## src/rtl/shift_seq_pkg.sv

```systemverilog
// rtl/shift_seq_pkg.sv - shared types, widths and overflow helper for the shift sequencer
package shift_seq_pkg;

    localparam int SR_W  = 8;
    localparam int NIB_W = 4;

    typedef enum logic [2:0] {
        IDLE,
        LOAD,
        SHIFT_H,
        SHIFT_L,
        CAPTURE,
        DONE
    } seqStateT;

    // True when any operand bit would land beyond Q7 after shifting left by amt.
    function automatic logic ovfCalc(input logic [NIB_W-1:0] op, input logic [31:0] amt);
        logic [SR_W+NIB_W-1:0] wide;
        if (amt >= 32'(SR_W)) begin
            return |op;
        end
        wide = {{SR_W{1'b0}}, op} << amt;
        return |wide[SR_W+NIB_W-1:SR_W];
    endfunction

endpackage

```

## src/rtl/shift_seq_ctrl_if.sv

```systemverilog
// rtl/shift_seq_ctrl_if.sv - request/result and shift-register bus; ovf present with SHIFT_SEQ_OVF_EN
interface shift_seq_ctrl_if
    import shift_seq_pkg::*;
#(
    parameter int AMT_W = 3
);
    logic             start;
    logic [NIB_W-1:0] operand;
    logic [AMT_W-1:0] amount;
    logic [NIB_W-1:0] sr_d;
    logic             sr_load;
    logic             sr_shift;
    logic [SR_W-1:0]  sr_q;
    logic [NIB_W-1:0] result_lo;
    logic [NIB_W-1:0] result_hi;
    logic             busy;
    logic             done;
`ifdef SHIFT_SEQ_OVF_EN
    logic             ovf;
`endif

    modport master (
        output start, operand, amount, sr_q,
        input  sr_d, sr_load, sr_shift, result_lo, result_hi, busy, done
`ifdef SHIFT_SEQ_OVF_EN
        , input ovf
`endif
    );

    modport slave (
        input  start, operand, amount, sr_q,
        output sr_d, sr_load, sr_shift, result_lo, result_hi, busy, done
`ifdef SHIFT_SEQ_OVF_EN
        , output ovf
`endif
    );

endinterface

```

## src/rtl/shift_seq_pulse.sv

```systemverilog
// rtl/shift_seq_pulse.sv - half-period counter producing the flop-driven SHIFT clock phases
module shift_seq_pulse #(
    parameter int SHIFT_HALF = 1
) (
    input  logic clk,
    input  logic rst,
    input  logic active,
    input  logic nextHigh,
    output logic srShift,
    output logic phaseEnd
);

    logic [2:0] cnt;

    assign phaseEnd = active && (cnt == 3'(SHIFT_HALF - 1));

    // srShift follows the next state so the pin comes straight from a flop.
    always_ff @(posedge clk) begin
        if (rst) begin
            cnt     <= '0;
            srShift <= 1'b0;
        end else begin
            srShift <= nextHigh;
            if (!active || phaseEnd) begin
                cnt <= '0;
            end else begin
                cnt <= cnt + 3'd1;
            end
        end
    end

endmodule

```

## src/rtl/shift_seq_ctrl.sv

```systemverilog
// rtl/shift_seq_ctrl.sv - load/shift/capture sequencer for the nibble-load shift register; optional SHIFT_SEQ_OVF_EN
module shift_seq_ctrl
    import shift_seq_pkg::*;
#(
    parameter int SHIFT_HALF = 1,
    parameter int AMT_W      = 3
) (
    input logic             clk,
    input logic             rst,
    shift_seq_ctrl_if.slave bus
);

    seqStateT         state;
    seqStateT         nextState;
    logic [NIB_W-1:0] opReg;
    logic [AMT_W-1:0] remaining;
    logic [NIB_W-1:0] resLo;
    logic [NIB_W-1:0] resHi;
    logic             phaseEnd;
    logic             shiftActive;
    logic             nextHigh;
    logic             srShift;
`ifdef SHIFT_SEQ_OVF_EN
    logic [AMT_W-1:0] amtReg;
    logic             ovfReg;
`endif

    always_ff @(posedge clk) begin
        if (rst) begin
            state     <= IDLE;
            opReg     <= '0;
            remaining <= '0;
            resLo     <= '0;
            resHi     <= '0;
`ifdef SHIFT_SEQ_OVF_EN
            amtReg    <= '0;
            ovfReg    <= 1'b0;
`endif
        end else begin
            state <= nextState;
            if (state == IDLE && bus.start) begin
                opReg     <= bus.operand;
                remaining <= bus.amount;
`ifdef SHIFT_SEQ_OVF_EN
                amtReg    <= bus.amount;
`endif
            end
            if (state == SHIFT_L && phaseEnd) begin
                remaining <= remaining - 1'b1;
            end
            if (state == CAPTURE) begin
                resLo  <= bus.sr_q[NIB_W-1:0];
                resHi  <= bus.sr_q[SR_W-1:NIB_W];
`ifdef SHIFT_SEQ_OVF_EN
                ovfReg <= ovfCalc(opReg, 32'(amtReg));
`endif
            end
        end
    end

    // Terminal test on the pre-decrement count keeps the maximum amount from wrapping.
    always_comb begin
        nextState = state;
        case (state)
            IDLE:    if (bus.start) nextState = LOAD;
            LOAD:    nextState = (remaining != '0) ? SHIFT_H : CAPTURE;
            SHIFT_H: if (phaseEnd) nextState = SHIFT_L;
            SHIFT_L: if (phaseEnd) nextState = (remaining == AMT_W'(1)) ? CAPTURE : SHIFT_H;
            CAPTURE: nextState = DONE;
            DONE:    nextState = IDLE;
            default: nextState = IDLE;
        endcase
    end

    assign shiftActive = (state == SHIFT_H) || (state == SHIFT_L);
    assign nextHigh    = (nextState == SHIFT_H);

    shift_seq_pulse #(
        .SHIFT_HALF(SHIFT_HALF)
    ) u_pulse (
        .clk     (clk),
        .rst     (rst),
        .active  (shiftActive),
        .nextHigh(nextHigh),
        .srShift (srShift),
        .phaseEnd(phaseEnd)
    );

    assign bus.sr_d      = opReg;
    assign bus.sr_load   = (state == LOAD);
    assign bus.sr_shift  = srShift;
    assign bus.result_lo = resLo;
    assign bus.result_hi = resHi;
    assign bus.busy      = (state != IDLE);
    assign bus.done      = (state == DONE);
`ifdef SHIFT_SEQ_OVF_EN
    assign bus.ovf       = ovfReg;
`endif

endmodule

```

## src/flat_wrapper.sv

```systemverilog
// flat-port wrapper written by rule: the top's interface ports become plain ports
module shift_seq_ctrl_flat import shift_seq_pkg::*;
#(
    parameter int SHIFT_HALF = 1,
    parameter int AMT_W      = 3
)
  (clk, rst, bus_start, bus_operand, bus_amount, bus_sr_q, bus_sr_d, bus_sr_load, bus_sr_shift, bus_result_lo, bus_result_hi, bus_busy, bus_done);
  shift_seq_ctrl_if #(.AMT_W(AMT_W)) bus_i ();
  input logic clk;
  input logic rst;
  input wire logic [$bits(bus_i.start)-1:0] bus_start;
  input wire logic [$bits(bus_i.operand)-1:0] bus_operand;
  input wire logic [$bits(bus_i.amount)-1:0] bus_amount;
  input wire logic [$bits(bus_i.sr_q)-1:0] bus_sr_q;
  output wire logic [$bits(bus_i.sr_d)-1:0] bus_sr_d;
  output wire logic [$bits(bus_i.sr_load)-1:0] bus_sr_load;
  output wire logic [$bits(bus_i.sr_shift)-1:0] bus_sr_shift;
  output wire logic [$bits(bus_i.result_lo)-1:0] bus_result_lo;
  output wire logic [$bits(bus_i.result_hi)-1:0] bus_result_hi;
  output wire logic [$bits(bus_i.busy)-1:0] bus_busy;
  output wire logic [$bits(bus_i.done)-1:0] bus_done;
  assign bus_i.start = bus_start;
  assign bus_i.operand = bus_operand;
  assign bus_i.amount = bus_amount;
  assign bus_i.sr_q = bus_sr_q;
  assign bus_sr_d = bus_i.sr_d;
  assign bus_sr_load = bus_i.sr_load;
  assign bus_sr_shift = bus_i.sr_shift;
  assign bus_result_lo = bus_i.result_lo;
  assign bus_result_hi = bus_i.result_hi;
  assign bus_busy = bus_i.busy;
  assign bus_done = bus_i.done;
  shift_seq_ctrl #(.SHIFT_HALF(SHIFT_HALF), .AMT_W(AMT_W)) u_core (.clk(clk), .rst(rst), .bus(bus_i));
endmodule
```

## config.mk

```make
export PLATFORM = sky130hd
export DESIGN_NAME = shift_seq_ctrl_flat
export DESIGN_NICKNAME = d
export VERILOG_FILES = /design/src/rtl/shift_seq_pkg.sv /design/src/rtl/shift_seq_ctrl_if.sv /design/src/rtl/shift_seq_pulse.sv /design/src/rtl/shift_seq_ctrl.sv /design/src/flat_wrapper.sv
export SDC_FILE = /design/constraint.sdc
export NUM_CORES = 1
export LEC_CHECK = 0
export CELL_PAD_IN_SITES_DETAIL_PLACEMENT = 0
export CELL_PAD_IN_SITES_GLOBAL_PLACEMENT = 1
export CORE_MARGIN = 3
export CORE_UTILIZATION = 36
export CTS_BUF_LIST = sky130_fd_sc_hd__clkbuf_2 sky130_fd_sc_hd__clkbuf_4 sky130_fd_sc_hd__clkbuf_8
export DETAILED_ROUTE_END_ITERATION = 10
export PLACE_DENSITY_LB_ADDON = 0.12
export SLEW_MARGIN = 20
export SYNTH_ARGS = -nofsm -noshare
export SYNTH_HDL_FRONTEND = slang
export SYNTH_SLANG_ARGS = --single-unit
```

## constraint.sdc

```tcl
create_clock -name clk -period 3.6 [get_ports clk]
set_input_delay 0.72 -clock clk [delete_from_list [all_inputs] [get_ports clk]]
set_output_delay 0.72 -clock clk [all_outputs]
set_load 0.02 [all_outputs]
```

**After elaboration in Yosys (flattened, before gate mapping)**

Cells that the tools add are included.

- Add/sub/neg operators: 2
- Equal/unequal tests: 7
- Mux-type cells: 8
- Reductions and logical operators: 12

Operator list:

| kind | number |
|---|---|
| 3-bit 2-to-1 mux | 7 |
| 3-bit case mux with 5 select lines | 1 |
| 3-bit by 2-bit equality test with 1-bit output, second input constant | 3 |
| 3-bit by 1-bit equality test with 1-bit output, second input constant | 2 |
| 3-bit equality test, second input constant | 2 |
| 3-bit zero test | 2 |
| 3-bit nonzero test | 2 |
| 3-bit by 1-bit adder with 3-bit output, second input constant | 1 |
| 1-bit logical AND | 3 |
| 3-bit by 1-bit subtractor with 3-bit output, second input constant | 1 |
| 1-bit logical OR | 2 |
| 2-bit nonzero test | 1 |
| 2-bit OR reduction | 1 |
| 1-bit zero test | 1 |

- Bits in registers: 22
- Input bits: 18
- Output and inout bits: 16
- Word-level logic and storage cells: 36

**Longest topological paths before layout**

- Depth after elaboration: 6
- Mapped depth: 6
- Depth with buffers taken out: 6

**Hierarchy**

A second synthesis with hierarchy kept.

- Cell total of the unflattened synthesis: 111
- Area, all modules: 1054.8 µm²

Modules (own cells, without submodules):

| module | instances | cells an instance | area each (µm²) | seq. area each (µm²) |
|---|---|---|---|---|
| shift_seq_ctrl | 1 | 94 | 877.1 | 360.3 |
| shift_seq_pulse | 1 | 17 | 177.7 | 80.1 |

**Worst setup path after synthesis**

OpenSTA, ideal clock, no wires.

- Path type: flip-flop to output port
- Start: register u_core.state[0]
- End: output port bus_sr_load
- Data arrival time: 1.099 ns
- Data required time: 2.880 ns
- Path slack: 1.781 ns
- Stages on the path, launching flop included: 3
- Path buffers: 1
- Cells stage by stage: dfxtp_1 buf_2 nor3b_1

- Cells in the longest elaborated chain, start to end: 1

RTL lines:

| element | RTL line | text |
|---|---|---|
| start: declaration | shift_seq_ctrl.sv:13 | `seqStateT state;` |
| start signal: assignment | shift_seq_ctrl.sv:40 | `state <= nextState;` |
| 3-bit by 1-bit equality test with 1-bit output | shift_seq_ctrl.sv:90 | `assign bus.sr_load = (state == LOAD);` |
| end: declaration | flat_wrapper.sv:16 | `output wire logic [$bits(bus_i.sr_load)-1:0] bus_sr_load;` |

Every way passes these cells.

**Final worst setup path**

Ends and elaborated chain as after synthesis.

==> metrics.md <==
| Metric | Value |
|---|---|
| Status | `complete, no violations` |
| LEAKAGE | `0.504 nW` |
| I/O pins | `34` |
| Number of global-route vias before repair | `775` |
| CP startpoint | `u_core.state[0]` |
| Syn avg cell area | `8.96 µm²` |
| Worst-case hold slack | `0.460 ns` |
| Hold_buf cts | `0` |
| Clock Skews | `0.00327 ns` |
| Post-CTS Resized | `0` |
| Pwr/cell area | `between 400 and 500 nW/µm²` |
| Internal power | `between 0.0003 and 0.0004 W` |
| Worst vdd ir | `0.235 mV` |
| Postcts setup bufs | `0` |
| Core area | `around 2600 µm²` |
| Wire length of the first global-routing pass | `3350 µm` |
| Pin count of the biggest net entering global routing | `22` |
| Total negative slack | `0 ns` |
| Clk sinks | `22` |
| Worst Hold Class | `flop to flop` |
| Iteration-0 DRC Markers | `7` |
| Die Y | `between 50 and 60 µm` |
| Initial Util | `39.1%` |
| Type of origin of the critical path | `flop` |
| Switching Fraction | `30.8%` |
| Routed Antenna Nets | `0` |
| Tmin final | `2.48 ns` |
| Hold Crit Endpoint | `u_core.bus.result_lo[3]` |
| TritonCTS Buffers | `3` |
| Die W | `58.8 µm` |
| Antenna Cells | `0` |
| Yosys top cell area share | `43.9%` |
| Design Area, Final | `1360 µm²` |
| Num rows | `18` |
| Final Hold Viols | `0` |
| FMAX | `just over 400 MHz` |
| RSZ-0062 raised after global routing | `false` |
| Layout cell share with drive strength beyond 1 | `5.63%` |
| R2R cell count | `4` |
| MaxCap Viol Count | `0` |
| Part of the cycle the worst path needs | `~69%` |
| Crit Path Class | `flop to output pin` |
| Routed WL | `about 2100 µm` |
| RePlAce Congestion | `0.708` |
| Mapped Area | `around 1000 µm²` |
| Via count | `855` |
| Synth-to-layout area growth | `35.0%` |
| Clk Latency, worst-skew pair | `0.30 ns` |
| Yosys reg bits | `22` |
| Grt ovf | `0` |
| R2r setup slk | `1.98 ns` |
| Placed Area | `1330 µm²` |
| Post-synthesis sequential area ratio | `43.9%` |
| Clk buf depth | `2` |
| Worst EP required | `~2.9 ns` |
| Origin of the critical flop-to-flop path | `u_core.state[2]` |
| R2R Path End | `u_core.remaining[2]` |
| H-tree Lvls | `1` |
| # setup viols final | `0` |
| Fin. max-slew vios | `0` |
| Crit. End Element | `output pin` |
| Clock power frac | `19.3%` |
| Reg power frac | `between 50 and 60%` |
| Routed WL per cell | `~12 µm` |
| Clock root cell | `clkbuf_4` |
| Crit path max-delay family | `buffers and inverters` |
| HP Start | `u_core.bus.result_lo[3]` |
| CP bufs+invs | `1` |
| Residual DRC | `0` |
| CTS tree | `yes` |
| Total global-route track usage | `~13%` |
| Psw | `0.000176 W` |
| Largest area contributor in the netlist | `dfxtp_1` |
| Final HPWL from detailed placement | `1550 µm` |
| Layout fillers | `260` |
| Worst EP arrival | `between 1.5 and 2 ns` |
| Gate power share | `between 30 and 40%` |
| Worst slew margin | `45.8%` |
| Worst Max-Slew Pin Slew | `0.811 ns` |
| Critical Path Max Stage Delay | `0.63 ns` |
| Top post-synthesis cells by area | `dfxtp_1 (44%), nand2_1 (7.5%), a21oi_1 (6.5%)` |
| 1st-pass router iterations | `4` |
| Yosys warning count | `0` |
| CP Max Fanout | `12` |
| Post-synth cell types | `32` |
| Slowest-stage cell, CP | `clkdlybuf4s50_1` |
| Clock slew at reported path FFs | `0.12 ns` |
| Die Footprint | `3460 µm²` |
| Syn Nets | `135` |
| Initial antenna violation count | `0` |
| Via density | `4.97` |
| IO buf count | `33` |
| Critical Path, Cell by Cell | `nor3b_1 > clkdlybuf4s50_1` |
| Cells after synthesis | `112` |
| Layout Nets | `167` |
| Worst hold path depth | `2` |
per-stage QoR:
step	util, %	setup slack [ns]	total power [W]	std cells
floorplan	-	1.78	0.000401	112
global route	52.8	1.01	0.000604	172
detailed placement	51.9	1.29	0.000466	169
global placement	51.9	1.35	0.000463	169
finish	52.8	1.12	0.000569	172
CTS	52.8	1.11	0.000581	172
worst max path at each step:
stage | slack, ns | cells past startpoint | to
after floorplan | 1.78 | 2 | bus_sr_load
after global placement | 1.35 | 5 | u_core.remaining[2]
final | 1.12 | 2 | bus_sr_load
after global routing | 1.01 | 2 | bus_sr_load
after detailed placement | 1.29 | 5 | u_core.remaining[2]
after CTS | 1.11 | 2 | bus_sr_load
cell usage after synthesis (all sizes together):
cell     instances
nor4             1
a2bb2oi          3
nand2b           2
and3b            1
nor4b            2
nand3            1
clkbuf           3
dfxtp           22
or2              1
buf              3
or3              1
nor3b            2
mux2i            5
xor2             1
ha               5
a21oi           13
and2b            1
nand2           20
and2             2
nor3             5
a211o            1
nand3b           1
a22oi            1
nor2             7
inv              4
o21ai            1
a31oi            1
nor2b            2
flip-flops by register name (all words and copies together) (netlist names):
| signal | flops |
|---|---|
| u_core.bus.result_hi | 4 |
| u_core.remaining | 3 |
| u_core.u_pulse.srShift | 1 |
| u_core.state | 3 |
| u_core.bus.result_lo | 4 |
| u_core.bus.sr_d | 4 |
| u_core.u_pulse.cnt | 3 |
worst min-delay path: stages (launching register included):
cell	delay [ns]
dfxtp_1	0.33
nand2_1	0.05
a21oi_1	0.05
power by group through the flow:
stage                     clock, W  combinational (W)  sequential (W)
after detailed placement         0           0.000174        0.000292
after global routing      0.000124           0.000189        0.000290
after floorplan                  0           0.000105        0.000296
final                     0.000110           0.000173        0.000287
after CTS                 0.000120           0.000175        0.000287
after global placement           0           0.000172        0.000292
kinds of logic after synthesis:
logic type,count (synthesis),synth area share [%]
xor gates and xnor gates,1,0.873
buffers and inverters,10,5.36
muxes,5,4.99
adders and majority gates,5,6.23
and+or+nand+nor,49,26.8
DFF,22,43.9
AOI/OAI and AO/OA,20,11.8
final cells by class:
| type | instances | area [µm²] | share of cell area, % |
|---|---|---|---|
| Inverter | 4 | 15.0 | 1.11 |
| Tap cell | 30 | 37.5 | 2.77 |
| Sequential cell | 22 | 440 | 32.5 |
| Clock buffer | 3 | 22.5 | 1.66 |
| Timing Repair Buffer | 33 | 330 | 24.4 |
| Multi-Input combinational cell | 80 | 509 | 37.6 |
metal layers:
metal  part of all wire [%]  track usage [%]  vias up
met5                      0                0        -
met4                    1.4             5.83        0
met3                    6.2             2.85        4
met2                     47             20.2       25
met1                     45             16.0      388
li1                       -                -      438
layout by cell type (no fill, tap or decap), types with 2 or more instances in the layout:
master / count
dfxtp_1: 22
clkbuf_4: 3
mux2i_1: 5
nand2_1: 20
nor3b_1: 2
nor2b_1: 2
a21oi_1: 13
clkdlybuf4s50_1: 33
nor3_1: 5
a2bb2oi_1: 3
nor2_1: 7
inv_1: 4
ha_1: 5
(Power assumes the default switching activity.)
